File: src/rtl/id_operand_unit.sv
// rtl/id_operand_unit.sv - decode-stage register file, load-use hazard detection and stall counter
module id_operand_unit #(
  parameter int DATA_WIDTH          = 32,
  parameter int REGISTER_ADDR_WIDTH = 5
) (
  input  logic                           cpu_clk,
  input  logic                           cpu_rst_n,
  input  logic [REGISTER_ADDR_WIDTH-1:0] rs1_ID_i,
  input  logic [REGISTER_ADDR_WIDTH-1:0] rs2_ID_i,
  input  logic                           uses_rs1_ID_i,
  input  logic                           uses_rs2_ID_i,
  input  logic [REGISTER_ADDR_WIDTH-1:0] rd_EX_i,
  input  logic [1:0]                     result_sel_EX_i,
  input  logic                           pc_src_EX_i,
  input  logic                           reg_write_WB_i,
  input  logic [REGISTER_ADDR_WIDTH-1:0] rd_WB_i,
  input  logic [DATA_WIDTH-1:0]          result_WB_i,
  input  logic                           clear_cnt_i,
  output logic [DATA_WIDTH-1:0]          RD1D_o,
  output logic [DATA_WIDTH-1:0]          RD2D_o,
  output logic                           stall_IF_o,
  output logic                           stall_IF_ID_o,
  output logic                           flush_IF_ID_o,
  output logic                           flush_ID_EX_o,
  output logic [31:0]                    stall_cnt_o
);

  localparam int NUM_REGS = 1 << REGISTER_ADDR_WIDTH;
  localparam logic [1:0] RESULT_SEL_LOAD = 2'b01;

  // x0 is hardwired to zero, so storage starts at index 1
  logic [DATA_WIDTH-1:0] regs_q [NUM_REGS-1:1];
  logic [31:0]           stall_cnt_q;
  logic [31:0]           stall_cnt_d;

  logic wb_write;
  logic load_use;
  logic rs1_hit;
  logic rs2_hit;
  logic stall;

  assign wb_write = reg_write_WB_i && (rd_WB_i != '0);

  // Read port: x0 reads zero, an in-flight writeback to the same index is bypassed
  function automatic logic [DATA_WIDTH-1:0] read_port(input logic [REGISTER_ADDR_WIDTH-1:0] idx);
    logic [DATA_WIDTH-1:0] val;
    if (idx == '0) begin
      val = '0;
    end else if (wb_write && (rd_WB_i == idx)) begin
      val = result_WB_i;
    end else begin
      val = regs_q[idx];
    end
    return val;
  endfunction

  assign RD1D_o = read_port(rs1_ID_i);
  assign RD2D_o = read_port(rs2_ID_i);

  // Register file storage: async clear, writes to x0 dropped
  always_ff @(posedge cpu_clk or negedge cpu_rst_n) begin
    if (!cpu_rst_n) begin
      for (int i = 1; i < NUM_REGS; i++) begin
        regs_q[i] <= '0;
      end
    end else if (wb_write) begin
      regs_q[rd_WB_i] <= result_WB_i;
    end
  end

  // Load-use detection: a load in EX whose destination feeds a source read in ID
  always_comb begin
    rs1_hit  = uses_rs1_ID_i && (rd_EX_i == rs1_ID_i);
    rs2_hit  = uses_rs2_ID_i && (rd_EX_i == rs2_ID_i);
    load_use = (result_sel_EX_i == RESULT_SEL_LOAD) && (rd_EX_i != '0) && (rs1_hit || rs2_hit);
  end

  // A redirect squashes the dependent instruction anyway, so it overrides the stall
  assign stall         = load_use && !pc_src_EX_i;
  assign stall_IF_o    = stall;
  assign stall_IF_ID_o = stall;
  assign flush_IF_ID_o = pc_src_EX_i;
  assign flush_ID_EX_o = load_use || pc_src_EX_i;

  // Stall counter next state: clear wins, increment saturates at all-ones
  always_comb begin
    stall_cnt_d = stall_cnt_q;
    if (clear_cnt_i) begin
      stall_cnt_d = '0;
    end else if (stall && (stall_cnt_q != 32'hFFFF_FFFF)) begin
      stall_cnt_d = stall_cnt_q + 32'd1;
    end
  end

  // Stall counter register
  always_ff @(posedge cpu_clk or negedge cpu_rst_n) begin
    if (!cpu_rst_n) begin
      stall_cnt_q <= '0;
    end else begin
      stall_cnt_q <= stall_cnt_d;
    end
  end

  assign stall_cnt_o = stall_cnt_q;

endmodule

File: config.mk
export PLATFORM = sky130hd
export DESIGN_NAME = id_operand_unit
export DESIGN_NICKNAME = d
export VERILOG_FILES = /design/src/rtl/id_operand_unit.sv
export SDC_FILE = /design/constraint.sdc
export NUM_CORES = 2
export LEC_CHECK = 0
export CAP_MARGIN = 0
export CELL_PAD_IN_SITES_DETAIL_PLACEMENT = 1
export CELL_PAD_IN_SITES_GLOBAL_PLACEMENT = 1
export CORE_ASPECT_RATIO = 0.8
export CORE_MARGIN = 3
export CORE_UTILIZATION = 45
export DETAILED_ROUTE_END_ITERATION = 8
export PLACE_DENSITY = 0.75
export SETUP_SLACK_MARGIN = 0.05
export SYNTH_ARGS = -nofsm -noshare
export SYNTH_HDL_FRONTEND = slang
export SYNTH_SLANG_ARGS = --single-unit
File: constraint.sdc
create_clock -name cpu_clk -period 4.2 [get_ports cpu_clk]
set_input_delay 1.26 -clock cpu_clk [delete_from_list [all_inputs] [get_ports cpu_clk]]
set_output_delay 1.26 -clock cpu_clk [all_outputs]
set_load 0.02 [all_outputs]
==> flow_metrics.env <==
export IMPL_status="complete, but fails checks"
export IMPL_violations="setup timing"
export IMPL_cp_cell_sequence="buf_16 -> buf_12 -> buf_12 -> buf_12 -> mux4_2 -> a221oi_2 -> o21ai_2 -> o221a_4 -> buf_6"
export IMPL_start_util=0.456
export IMPL_finalMaxSlewViolations=0
export IMPL_synth_compound_area_share=0.0509
export IMPL_overflow=0
export IMPL_setup_viol=67
export IMPL_synth_nets=3959
export IMPL_skew_ns=0.0276
export IMPL_end_kind="output pin"
export IMPL_synth_edff_count=0
export IMPL_async_reset_ff_frac=1.00
export IMPL_die_w_um=398
export IMPL_fmax_mhz=210
export IMPL_critical_path_startpoint_type="primary input"
export IMPL_slowest_stage="mux4_2"
export IMPL_vdd_drop_max_v=0.000377
export IMPL_worstMarginPinSlew_ns=0.870
export IMPL_syn_inst=3897
export IMPL_utilization=0.608
export IMPL_antenna_left=0
export IMPL_cpMostUsedCell="buf_12"
export IMPL_fin_nets=4584
export IMPL_drc=0
export IMPL_synth_top_family_by_area="multiplexers"
export IMPL_yosysWarnings=0
export IMPL_critPathKind="primary input to output pin"
export IMPL_reg2reg_from="stall_cnt_o[0]$_DFFE_PN0P_"
export IMPL_grt_use_total=0.384
export IMPL_arrival_ns=3.50
export IMPL_power_density_nw_per_um2=456
export IMPL_cap_violations=0
export IMPL_die_area_um2=127000
export IMPL_antenna_found_initial=12
export IMPL_synth_seq_cells=1024
export IMPL_hp_class="primary input to asynchronous set/reset pin"
export IMPL_relSlewSlack=0.420
export IMPL_placeableCoreArea_um2=122000
export IMPL_cts_max_level=3
export IMPL_cp_max_fo=8
export IMPL_drive_above_1_share=0.638
export IMPL_cpPeakStageDelay_ns=0.52
export IMPL_synth_simple_area_share=0.0335
export IMPL_synth_xor_area_frac=0.00348
export IMPL_hold_viol=0
export IMPL_ios=161
export IMPL_dp_hpwl_um=131000
export IMPL_post_drt_wl_per_cell_um=45.0
export IMPL_gp_congestion=0.862
export IMPL_p_leak_nw=31.7
export IMPL_yosysUniqueCellTypes=63
export IMPL_crit_start="rs2_ID_i[0]"
export IMPL_io_buffers=160
export IMPL_grt_pass1_wl_um=354000
export IMPL_clock_sinks=1024
export IMPL_synth_flop_cell="dfrtp_1"
export IMPL_ys_seq_area_frac=0.463
export IMPL_place_ws_ns=-1.34
export IMPL_via_per_inst=7.53
export IMPL_drtIter0Drc=6642
export IMPL_detail_route_first_pass_iterations=6
export IMPL_cts_made_buffers=108
export IMPL_grt_max_degree=120
export IMPL_rsz0062_at_grt="yes"
export IMPL_syn_area_um2=55400
export IMPL_finalWorstSetupSlack_ns=-0.563
export IMPL_root_buffer="clkbuf_16"
export IMPL_worstSkewPairLatency_ns=0.80
export IMPL_finalHoldWorstSlack_ns=0.427
export IMPL_postCtsHoldBufs=0
export IMPL_grt_pass1_vias=47454
export IMPL_clkTransAtPathRegs_ns=0.06
export IMPL_clockBufferDepth=3
export IMPL_synthAdderAreaFrac=0.000226
export IMPL_synth_mux_area_frac=0.415
export IMPL_die_height_um=320
export IMPL_cts_tree="built"
export IMPL_area_growth_pct=33.4
export IMPL_via_count=47069
export IMPL_period_share=1.13
export IMPL_required_ns=2.94
export IMPL_synth_area_per_cell_um2=14.2
export IMPL_drt_total_wl_um=281000
export IMPL_r2r_slack_ns=1.17
export IMPL_period_minus_slack_ns=4.76
export IMPL_rows=114
==> final timing paths <==
check                                                   to  cells past startpoint
worst min register to register     regs_q[713]$_DFFE_PN0P_                      1
min in group cpu_clk               regs_q[713]$_DFFE_PN0P_                      1
worst min-delay path               regs_q[985]$_DFFE_PN0P_                      1
worst max-delay path                             RD2D_o[2]                      9
worst max register to register  stall_cnt_o[9]$_DFFE_PN0P_                      7
max in group asynchronous          regs_q[713]$_DFFE_PN0P_                      2
==> cell families (layout without fill, tap and decap cells) <==
logic type | Yosys count | count (layout)
AO/OA/AOI/OAI | 421 | 421
XOR/XNOR | 22 | 22
adder cells (fa/ha/maj) | 1 | 1
buffers and inverters | 426 | 1145
flip-flops | 1024 | 1024
multiplexers | 1646 | 1646
other | 0 | 8
AND/OR/NAND/NOR | 357 | 357
==> cell type report <==
| cell class | count | area, µm² |
|---|---|---|
| Tap cell | 1624 | 2030 |
| Timing Repair Buffer | 932 | 11100 |
| Sequential cell | 1024 | 25600 |
| Antenna cell | 8 | 20.0 |
| Fill cell | 10899 | 47700 |
| Multi-Input combinational cell | 2447 | 31100 |
| Clock inverter | 51 | 711 |
| Clock buffer | 153 | 3150 |
| Inverter | 9 | 36.3 |
==> state kept, by name, summed over array words and instances, names as in the netlist <==
register	flops
regs_q	992
stall_cnt_o	32
==> where the power goes <==
group	total [W]	leakage, nW	internal [W]	switching [W]
clock	0.0110	1.92	0.00618	0.00487
combinational	0.00878	16.6	0.00462	0.00416
sequential	0.0139	13.1	0.0117	0.00215
total	0.0337	31.7	0.0225	0.0112
==> Yosys cell counts (all sizes together) (35+ instances only) <==
master  number  area, µm²
mux2i      191       1910
nor4        42        278
mux2      1039      11700
nor3        38        211
a221oi      94        823
buf        204       1040
nor2       139        524
nand2       35        134
o21ai      139        696
mux4       416       9370
dfrtp     1024      25600
a21oi       81        405
clkbuf     213        800
==> what timing repair did <==
item | in CTS | in global routing
pin swaps | 173 | 137
cloned | 28 | 8
buffers inserted | 174 | 88
resized for setup | 965 | 339
setup endpoints to repair | 67 | 67
==> routing by layer <==
layer  track usage  vias to the layer above  part of all wire
li1              -                    16324                 -
met3         0.128                     1847              0.14
met4         0.240                        4              0.10
met5             0                        -          0.000089
met2         0.572                     4553              0.43
met1         0.484                    24341              0.33
==> cell usage in the layout, fill, tap and decap left out, types with 18 or more instances in the layout <==
cell type and instances:
a211oi_2 23, a21oi_1 56, a21oi_2 25, a221oi_1 25
a221oi_2 43, a221oi_4 26, buf_12 155, buf_16 44
buf_4 448, buf_6 152, buf_8 36, clkbuf_1 18
clkbuf_16 117, clkbuf_8 26, clkdlybuf4s50_1 73, clkinv_2 27
dfrtp_1 1024, mux2_2 1024, mux2i_1 136, mux2i_2 35
mux2i_4 20, mux4_2 416, nand2_2 18, nor2_1 88
nor2_2 22, nor2_4 29, nor3_4 30, o21ai_0 36
o21ai_1 54, o21ai_2 45, o22ai_2 22
==> worst max-delay path, delay by kind of cell <==
kind | cells | cell delay, ns
buf+inv | 5 | 0.73
mux | 1 | 0.52
compound gates | 3 | 0.96
==> per-stage QoR <==
step	instance area [µm²]	total power, W	setup TNS (ns)	instances
2_1_floorplan	55400	0.0173	0	3897
3_3_place_gp	62600	0.0194	-62.42	5786
3_5_place_dp	62600	0.0199	-63.97	5786
4_1_cts	71600	0.0314	-11.90	6169
5_1_grt	73800	0.0343	-20.30	6241
6_report	73900	0.0337	-19.93	6248
Note: power is estimated with default switching activity, not from simulation.
